**src/rtl/mem_arb_pkg.sv**
```systemverilog
// Shared types for the instruction/data memory arbiter.
// Response owner encoding plus the address widths of the requester and memory sides.
package mem_arb_pkg;

    localparam int ADDR_W      = 32;
    localparam int WORD_ADDR_W = 30;

    typedef enum logic [1:0] {
        OWN_NONE = 2'd0,
        OWN_INS  = 2'd1,
        OWN_DATA = 2'd2
    } owner_t;

endpackage

```
**src/rtl/mem_arbiter.sv**
```systemverilog
// Arbitrates the fetch unit and the LSU onto one single-port word memory.
// Data has priority; a fetch denied STARVE_LIMIT cycles in a row wins the next one.
module mem_arbiter
    import mem_arb_pkg::*;
#(
    parameter int STARVE_LIMIT = 4
) (
    input  logic                   clk_i,
    input  logic                   rst_i,

    input  logic                   ins_req_i,
    input  logic [ADDR_W-1:0]      ins_addr_i,
    output logic                   ins_gnt_o,
    output logic                   ins_rvalid_o,
    output logic [31:0]            ins_rdata_o,

    input  logic                   data_req_i,
    input  logic                   data_we_i,
    input  logic [ADDR_W-1:0]      data_addr_i,
    input  logic [31:0]            data_wdata_i,
    output logic                   data_gnt_o,
    output logic                   data_rvalid_o,
    output logic [31:0]            data_rdata_o,

    output logic                   mem_read_o,
    output logic [WORD_ADDR_W-1:0] mem_raddr_o,
    input  logic [31:0]            mem_rdata_i,
    output logic                   mem_write_o,
    output logic [WORD_ADDR_W-1:0] mem_waddr_o,
    output logic [31:0]            mem_wdata_o
);

    localparam int                CNT_W   = $clog2(STARVE_LIMIT + 1);
    localparam logic [CNT_W-1:0]  CNT_MAX = CNT_W'(STARVE_LIMIT);

    logic [CNT_W-1:0] starve_cnt;
    owner_t           resp_owner;
    owner_t           owner_nxt;
    logic             ins_force;

    // Byte offsets are meaningless for a word memory.
    logic unused_addr_lsbs;
    assign unused_addr_lsbs = ^{ins_addr_i[1:0], data_addr_i[1:0]};

    always_comb begin
        ins_gnt_o   = 1'b0;
        data_gnt_o  = 1'b0;
        mem_read_o  = 1'b0;
        mem_raddr_o = '0;
        mem_write_o = 1'b0;
        mem_waddr_o = '0;
        mem_wdata_o = '0;
        owner_nxt   = OWN_NONE;
        ins_force   = ins_req_i && (starve_cnt == CNT_MAX);

        if (!rst_i) begin
            if (ins_req_i && (ins_force || !data_req_i)) begin
                ins_gnt_o   = 1'b1;
                mem_read_o  = 1'b1;
                mem_raddr_o = ins_addr_i[ADDR_W-1:2];
                owner_nxt   = OWN_INS;
            end else if (data_req_i) begin
                data_gnt_o = 1'b1;
                if (data_we_i) begin
                    mem_write_o = 1'b1;
                    mem_waddr_o = data_addr_i[ADDR_W-1:2];
                    mem_wdata_o = data_wdata_i;
                end else begin
                    mem_read_o  = 1'b1;
                    mem_raddr_o = data_addr_i[ADDR_W-1:2];
                    owner_nxt   = OWN_DATA;
                end
            end
        end
    end

    // Owner tracks the read granted last cycle; writes leave nothing in flight.
    always_ff @(posedge clk_i) begin
        if (rst_i) begin
            resp_owner <= OWN_NONE;
            starve_cnt <= '0;
        end else begin
            resp_owner <= owner_nxt;
            if (ins_req_i && !ins_gnt_o) begin
                if (starve_cnt != CNT_MAX)
                    starve_cnt <= starve_cnt + 1'b1;
            end else begin
                starve_cnt <= '0;
            end
        end
    end

    assign ins_rvalid_o  = (resp_owner == OWN_INS);
    assign data_rvalid_o = (resp_owner == OWN_DATA);
    assign ins_rdata_o   = ins_rvalid_o  ? mem_rdata_i : '0;
    assign data_rdata_o  = data_rvalid_o ? mem_rdata_i : '0;

endmodule
```
**config.mk**
```make
export PLATFORM = sky130hd
export DESIGN_NAME = mem_arbiter
export DESIGN_NICKNAME = d
export VERILOG_FILES = /design/src/rtl/mem_arb_pkg.sv /design/src/rtl/mem_arbiter.sv
export SDC_FILE = /design/constraint.sdc
export NUM_CORES = 1
export LEC_CHECK = 0
export ABC_AREA = 1
export CAP_MARGIN = 20
export CORE_AREA = 8 8 109 111
export DETAILED_ROUTE_END_ITERATION = 7
export DIE_AREA = 0 0 117 119
export HOLD_SLACK_MARGIN = 0.05
export PLACE_DENSITY_LB_ADDON = 0.08
export SKIP_CTS_REPAIR_TIMING = 1
export SLEW_MARGIN = 20
export SYNTH_ARGS = -nofsm -noshare
export SYNTH_HDL_FRONTEND = slang
export SYNTH_SLANG_ARGS = --single-unit
```
**constraint.sdc**
```tcl
create_clock -name clk_i -period 2.8 [get_ports clk_i]
set_input_delay 0.28 -clock clk_i [delete_from_list [all_inputs] [get_ports clk_i]]
set_output_delay 0.28 -clock clk_i [all_outputs]
set_load 0.01 [all_outputs]
```
Word-level counts from Yosys, hierarchy flattened
Cells that the tools add are included.

word-level totals
  flip-flop bits (word level) = 5
  input port bits = 133
  word-level logic and storage cells = 48

operators by class
  $add $sub $neg = 1
  eq/ne operators = 4
  multiplexer cells = 30
  bitwise operators = 2
  reductions and logical operators = 8

operator list
  kind                 count
  $mux 30              8
  $mux 32              6
  $mux 1               15
  $add 3x1->3 const B  1
  $eq 3x3->1 const B   1
  $logic_and 1x1->1    3
  $ne 3x3->1 const B   1
  $reduce_or 3->1      1
  $eq 2x1->1 const B   1
  $eq 2x2->1 const B   1
  $logic_not 1->1      2
  $mux 2               1
  $not 1->1            2
  $reduce_or 2->1      1
  $logic_or 1x1->1     1

Longest topological paths before layout
Gate-level depths: netlist (run 1).

  word-level depth = 10
  mapped depth = 9

Worst setup path before layout (run 1)
Ideal clock, no wire load.

  kind = register to output
  start = reg starve_cnt[0]
  end = out mem_waddr_o[0]
  arrival = 1328 ps
  data required time = 2520 ps
  slack = 1192 ps
  stages on the path, launching flop included = 8
  buffers on the path = 2
  cell sequence = dfxtp_1 > inv_1 > ha_1 > nand2_1 > a21oi_2 > buf_4 > buf_4 > nor3_1

on the way
  word-level cells in the longest chain between the ends = 6

ends and longest elaborated chain
  item                    line               source
  start, declared         mem_arbiter.sv:36  logic [CNT_W-1:0] starve_cnt;
  start signal, assigned  mem_arbiter.sv:86  starve_cnt <= starve_cnt + 1'b1;
  $eq 3x3->1              mem_arbiter.sv:54  ins_force = ins_req_i && (starve_cnt == CNT_MAX);
  $logic_and 1x1->1       mem_arbiter.sv:54
  $logic_or 1x1->1        mem_arbiter.sv:57  if (ins_req_i && (ins_force || !data_req_i)) begin
  $logic_and 1x1->1       mem_arbiter.sv:57
  $mux 30                 mem_arbiter.sv:57
  $mux 30                 mem_arbiter.sv:56  if (!rst_i) begin
  end, declared           mem_arbiter.sv:29  output logic [WORD_ADDR_W-1:0] mem_waddr_o,

No other way between the ends.

Final worst setup path (run 1)
  start = reg starve_cnt[0]
  end = out mem_raddr_o[13]

on the way
  word-level cells in the longest chain between the ends = 6

ends and longest elaborated chain
  item               line               source
  $eq 3x3->1         mem_arbiter.sv:54
  $logic_and 1x1->1  mem_arbiter.sv:54
  $logic_or 1x1->1   mem_arbiter.sv:57
  $logic_and 1x1->1  mem_arbiter.sv:57
  $mux 30            mem_arbiter.sv:57
  $mux 30            mem_arbiter.sv:56
  end, declared      mem_arbiter.sv:26  output logic [WORD_ADDR_W-1:0] mem_raddr_o,

No other way between the ends.

==> results of run 1 <==
how the worst min path moves through the flow:
stage,startpoint,to,cells after the start
global route,starve_cnt[0]$_SDFFE_PP0P_,starve_cnt[0]$_SDFFE_PP0P_,1
floorplan,starve_cnt[0]$_SDFFE_PP0P_,starve_cnt[0]$_SDFFE_PP0P_,1
global placement,starve_cnt[0]$_SDFFE_PP0P_,starve_cnt[0]$_SDFFE_PP0P_,1
finish,starve_cnt[0]$_SDFFE_PP0P_,starve_cnt[0]$_SDFFE_PP0P_,1
detailed placement,starve_cnt[0]$_SDFFE_PP0P_,starve_cnt[0]$_SDFFE_PP0P_,1
CTS,starve_cnt[0]$_SDFFE_PP0P_,starve_cnt[0]$_SDFFE_PP0P_,1
area by class of cell:
cell class,count,area share [%]
multi-input combinational,352,30.0
tap,136,3.32
timing repair buffer,304,59.2
clock buffer,4,0.880
sequential,5,1.96
inverter,63,4.62
synth_stat cells:
cell and instances:
ha_1 2, nor2_2 1, xnor2_1 1, dfxtp_1 5
buf_1 2, nor2_1 109, nand3_1 73, nand3b_1 1
inv_2 2, nor3_1 64, clkbuf_1 12, buf_2 16
o21ai_0 1, nand2_1 99, buf_4 16, a21oi_2 1
inv_1 61
power by group:
group | switching, mW | internal [mW] | total (mW)
registers | 0.000917 | 0.0735 | 0.0745
clock network | 0.0367 | 0.0979 | 0.135
logic | 0.269 | 0.337 | 0.606
cells in the final DEF, fill, tap and decap left out, drive strengths merged:
cell type and instances:
a21oi 1, buf 17, clkbuf 4, clkdlybuf4s50 287, dfxtp 5, ha 2, inv 63, nand2 99
nand3 73, nand3b 1, nor2 110, nor3 64, o21ai 1, xnor2 1
critical path: stages, from the launching register on:
cell and delay [ns]:
dfxtp_1 0.34, inv_1 0.06, ha_1 0.18, nand2_1 0.17
nand2_1 0.13, nand2_1 0.14, buf_12 0.21, nor2_1 0.06
nor2_1 0.11, clkdlybuf4s50_1 0.57
stage by stage:
step | instances | hold slack, ns | util [%]
6_report | 864 | 0.446 | 50.7
5_1_grt | 864 | 0.485 | 50.7
4_1_cts | 864 | 0.447 | 50.7
3_5_place_dp | 860 | 0.442 | 50.3
3_3_place_gp | 860 | 0.432 | 50.3
2_1_floorplan | 466 | 0.417 | -
state kept, by name, indices dropped and copies added (netlist names):
signal and flops:
resp_owner 2, starve_cnt 3
routing by layer:
layer  global-route usage [%]  share of wire, %  up-vias
li1                         -                 -     1958
met4                     2.48              0.73        0
met1                     19.8                36     1702
met5                        0                 0        -
met3                     7.38                13        6
met2                     34.8                50      210
kinds of logic (layout without fill, tap and decap cells):
kind of cell | after synthesis | count (layout)
simple gates | 347 | 347
buf+inv | 109 | 371
flops | 5 | 5
xor+xnor | 1 | 1
compound gates | 2 | 2
fa+ha+maj | 2 | 2
==> results.sh, run 1 <==
export IMPL_status="completed"
export IMPL_r2r_cells=6
export IMPL_endpoint_kind="output port"
export IMPL_muxShareOfSynthArea_pct=0
export IMPL_endpoint="mem_raddr_o[13]"
export IMPL_setup_viol=0
export IMPL_yosysWarnings=0
export IMPL_grt_ovfl_total=0
export IMPL_min_path_type="flip-flop to flip-flop"
export IMPL_rows=37
export IMPL_netlist_area_um2=2120
export IMPL_skew_ns=0.00137
export IMPL_fin_ws_ns=0.314
export IMPL_dpl_cell_area_um2=5070
export IMPL_yosys_register_bits=5
export IMPL_die_area_um2=13900
export IMPL_synth_compound_area_share_pct=0.650
export IMPL_drc=0
export IMPL_reg2reg_to="resp_owner[0]$_SDFF_PP0_"
export IMPL_synth_top_family_by_area="simple AND/OR/NAND/NOR gates"
export IMPL_routedWlPerCell_um=16.4
export IMPL_drt_wl_total_mm=14.2
export IMPL_cts_tree="done"
export IMPL_numCtsBuffers=3
export IMPL_antenna_found_initial=0
export IMPL_core_region_area_um2=10100
export IMPL_ys_types=17
export IMPL_dp_hpwl_mm=11.6
export IMPL_p_total_mw=0.815
export IMPL_die_w_um=117
export IMPL_gp_congestion=0.829
export IMPL_arrival_ns=2.21
export IMPL_path_max_fanout=40
export IMPL_synth_top_cells_by_area="nor2_1, nand2_1, nand3_1, nor3_1, inv_1"
export IMPL_worst_pin_slew_ns=0.591
export IMPL_clockBufferDepth=2
export IMPL_multiInputGateArea_um2=1540
export IMPL_synth_avg_cell_area_um2=4.54
export IMPL_clkTransAtPathRegs_ns=0.04
export IMPL_startpoint="starve_cnt[0]$_SDFFE_PP0P_"
export IMPL_ios=295
export IMPL_synthAdderAreaFrac_pct=1.18
export IMPL_initial_core_util_pct=21.0
export IMPL_drt_antenna_violating_nets=0
export IMPL_grtUsageTotal_pct=18.8
export IMPL_synth_simple_area_share_pct=69.9
export IMPL_critical_path_class="flip-flop to output port"
export IMPL_fmax_ghz=0.402
export IMPL_syn_nets=601
export IMPL_antennaDiodeCount=0
export IMPL_vias_per_cell=4.49
export IMPL_p_leak_nw=2.24
export IMPL_period_share_pct=88.8
export IMPL_final_setup_tns_ns=0
export IMPL_pre_cts_slack_ns=0.220
export IMPL_postSynthCellCount=466
export IMPL_cts_max_level=1
export IMPL_yosysTopAreaCell="nor2_1"
export IMPL_nets=864
export IMPL_finalCriticalPeriod_ns=2.49
export IMPL_seqCellArea_um2=100
export IMPL_cts_root_buf="clkbuf_8"
export IMPL_critPathLaunchType="flip-flop"
export IMPL_grt_max_degree=46
export IMPL_final_cell_area_um2=5120
export IMPL_slew_headroom_pct=60.5
export IMPL_drtIter0Drc=230
export IMPL_regToRegSetupSlack_ns=1.44
export IMPL_dieHeight_um=119
export IMPL_firstDrtPassIters=5
export IMPL_cap_viol_max_count=0
export IMPL_timing_rr_start="starve_cnt[0]$_SDFFE_PP0P_"
export IMPL_required_ns=2.52
export IMPL_synth_top_area_share_pct=19.3
export IMPL_drv_slew=0
export IMPL_synth_xor_area_share_pct=0.414
export IMPL_via_count=3876
export IMPL_io_buffers=290
export IMPL_hold_viol_final=0
export IMPL_p_per_area_nw_per_um2=159
export IMPL_grt_pass1_vias=3837
export IMPL_insertion_delay_ns=0.22
export IMPL_area_growth_pct=142
export IMPL_layout_drive_gt1_share_pct=3.43
export IMPL_ir_drop_uv=118
export IMPL_fillers=1054
export IMPL_grt_pass1_wl_mm=21.0
export IMPL_cts_num_sinks=5
export IMPL_grt_setup_unrepaired="false"
export IMPL_yosysSeqAreaShare_pct=4.73
Power figures use the tool's default switching activity.
==> run 2: changes to the inputs <==
Clock period 2.8 ns to 2.9 ns, I/O delays scaled along.
==> run 2 against run 1 <==
Compared with the run above: sequential power down 3.5%; first-iteration DRC count down 36%; count of clock-buffer cells in the layout unchanged; non-clock buffer count unchanged; global-route usage about the same.
==> results.sh, run 2 (synthesis gave the netlist of run 1 again) <==
export IMPL_clkTransAtPathRegs_ns=0.04
export IMPL_finalNonFillerCells=864
export IMPL_routedWlPerCell_um=16.4
export IMPL_cts_tree="done"
export IMPL_arrival_ns=2.29
export IMPL_fmax_ghz=0.388
export IMPL_path_max_fanout=40
export IMPL_crit_top_cell="nand2_1"
export IMPL_cts_num_sinks=5
export IMPL_p_per_area_nw_per_um2=154
export IMPL_slew_headroom_pct=55.9
export IMPL_status="completed"
export IMPL_grt_pass1_vias=3815
export IMPL_slowest_delay_ns=0.56
export IMPL_drc=0
export IMPL_initial_core_util_pct=21.0
export IMPL_fin_ws_ns=0.322
export IMPL_pwr_share_clk_pct=16.6
export IMPL_drt_antenna_violating_nets=0
export IMPL_dp_cells=860
export IMPL_required_ns=2.61
export IMPL_layout_drive_gt1_share_pct=3.30
export IMPL_firstDrtPassIters=4
export IMPL_finalCriticalPeriod_ns=2.58
export IMPL_insertion_delay_ns=0.22
export IMPL_gp_congestion=0.819
export IMPL_skew_ns=0.00164
export IMPL_final_setup_tns_ns=0
export IMPL_antennaDiodeCount=0
export IMPL_drv_slew=0
export IMPL_antenna_found_initial=0
export IMPL_drtIter0Drc=148
export IMPL_grt_setup_unrepaired="false"
export IMPL_power_frac_seq_pct=9.2
export IMPL_hold_viol_final=0
export IMPL_sw_frac_of_total_pct=37.6
export IMPL_layout_commonest_cell="clkdlybuf4s50_1"
export IMPL_via_count=3852
export IMPL_cts_root_buf="clkbuf_8"
export IMPL_pre_cts_slack_ns=0.454
export IMPL_largest_register="starve_cnt"
export IMPL_vias_per_cell=4.46
export IMPL_numCtsBuffers=3
export IMPL_setup_viol=0
export IMPL_io_buffers=290
export IMPL_core_region_area_um2=10100
export IMPL_largest_reg_flops=3
export IMPL_endpoint_kind="output port"
export IMPL_critPathLaunchType="flip-flop"
export IMPL_p_total_mw=0.784
export IMPL_path_delay_family="buffers and inverters"
export IMPL_worst_pin_slew_ns=0.660
export IMPL_cp_num_buf_inv=3
export IMPL_rows=37
export IMPL_grtUsageTotal_pct=18.8
export IMPL_min_path_type="flip-flop to flip-flop"
export IMPL_p_sw_mw=0.295
export IMPL_drt_wl_total_mm=14.2
export IMPL_ios=295
export IMPL_p_int_mw=0.489
export IMPL_grt_max_degree=46
export IMPL_pwr_share_comb_pct=74.2
export IMPL_area_growth_pct=141
export IMPL_nets=864
export IMPL_grt_ovfl_total=0
export IMPL_worstPathCellList="inv_1, ha_1, nand2_1, nand2_1, nand2_1, buf_4, nor2_1, nor2_1, clkdlybuf4s50_1"
export IMPL_ir_drop_uv=112
export IMPL_mostFrequentLayoutCells="clkdlybuf4s50_1, nor2_1, nand2_1"
export IMPL_top_regs="starve_cnt: 3 flops, resp_owner: 2 flops"
export IMPL_cts_max_level=1
export IMPL_clockBufferDepth=2
export IMPL_p_leak_nw=2.23
export IMPL_cap_viol_max_count=0
export IMPL_grt_pass1_wl_mm=21.1
export IMPL_critPathSlowestCell="clkdlybuf4s50_1"
export IMPL_die_w_um=117
export IMPL_dp_hpwl_mm=11.7
export IMPL_dieHeight_um=119
export IMPL_period_share_pct=88.9
export IMPL_die_area_um2=13900
export IMPL_critical_path_class="flip-flop to output port"
-- run 2: cell type report --
type / count / area (um2)
Fill cell: 1097 / 4990
Timing Repair Buffer: 304 / 3020
Multi-Input combinational cell: 352 / 1540
Inverter: 63 / 236
Tap cell: 136 / 170
Sequential cell: 5 / 100
Clock buffer: 4 / 45.0
-- run 2: power groups by stage --
stage | logic [mW] | clock network [mW] | registers, mW
after floorplan | 0.229 | 0 | 0.0727
after global placement | 0.580 | 0 | 0.0728
after detailed placement | 0.585 | 0 | 0.0729
after CTS | 0.588 | 0.134 | 0.0719
after global routing | 0.633 | 0.140 | 0.0720
final | 0.582 | 0.130 | 0.0719
-- run 2: routing by layer --
metal	wire [um]	share of wire [%]	GRT usage [%]
met1	5160	36	18.9
met2	6980	49	35.1
met3	1920	14	8.14
met4	137	0.96	3.36
met5	0	0	0
-- run 2: worst register-to-register path, stage by stage (launching register included) --
cell and delay (ns):
dfxtp_1 0.35, inv_1 0.05, ha_1 0.18, nand2_1 0.17, nand2_1 0.11, nand2_1 0.15
buf_4 0.20, inv_1 0.05
-- run 2: metrics by stage --
step	util (%)	hold WS [ns]	instance area, um2
floorplan	-	0.417	2120
global placement	50.1	0.431	5060
detailed placement	50.1	0.448	5060
CTS	50.6	0.455	5100
global route	50.6	0.473	5100
finish	50.6	0.455	5100
-- run 2: worst paths after layout --
kind         depth (start not counted)                  startpoint                    endpoint  slack [ns]
min                                  1  starve_cnt[0]$_SDFFE_PP0P_  starve_cnt[0]$_SDFFE_PP0P_        0.46
min reg2reg                          1  starve_cnt[0]$_SDFFE_PP0P_  starve_cnt[0]$_SDFFE_PP0P_        0.46
max reg2reg                          7  starve_cnt[0]$_SDFFE_PP0P_    resp_owner[0]$_SDFF_PP0_        1.53
max                                  9  starve_cnt[0]$_SDFFE_PP0P_             mem_raddr_o[12]        0.32
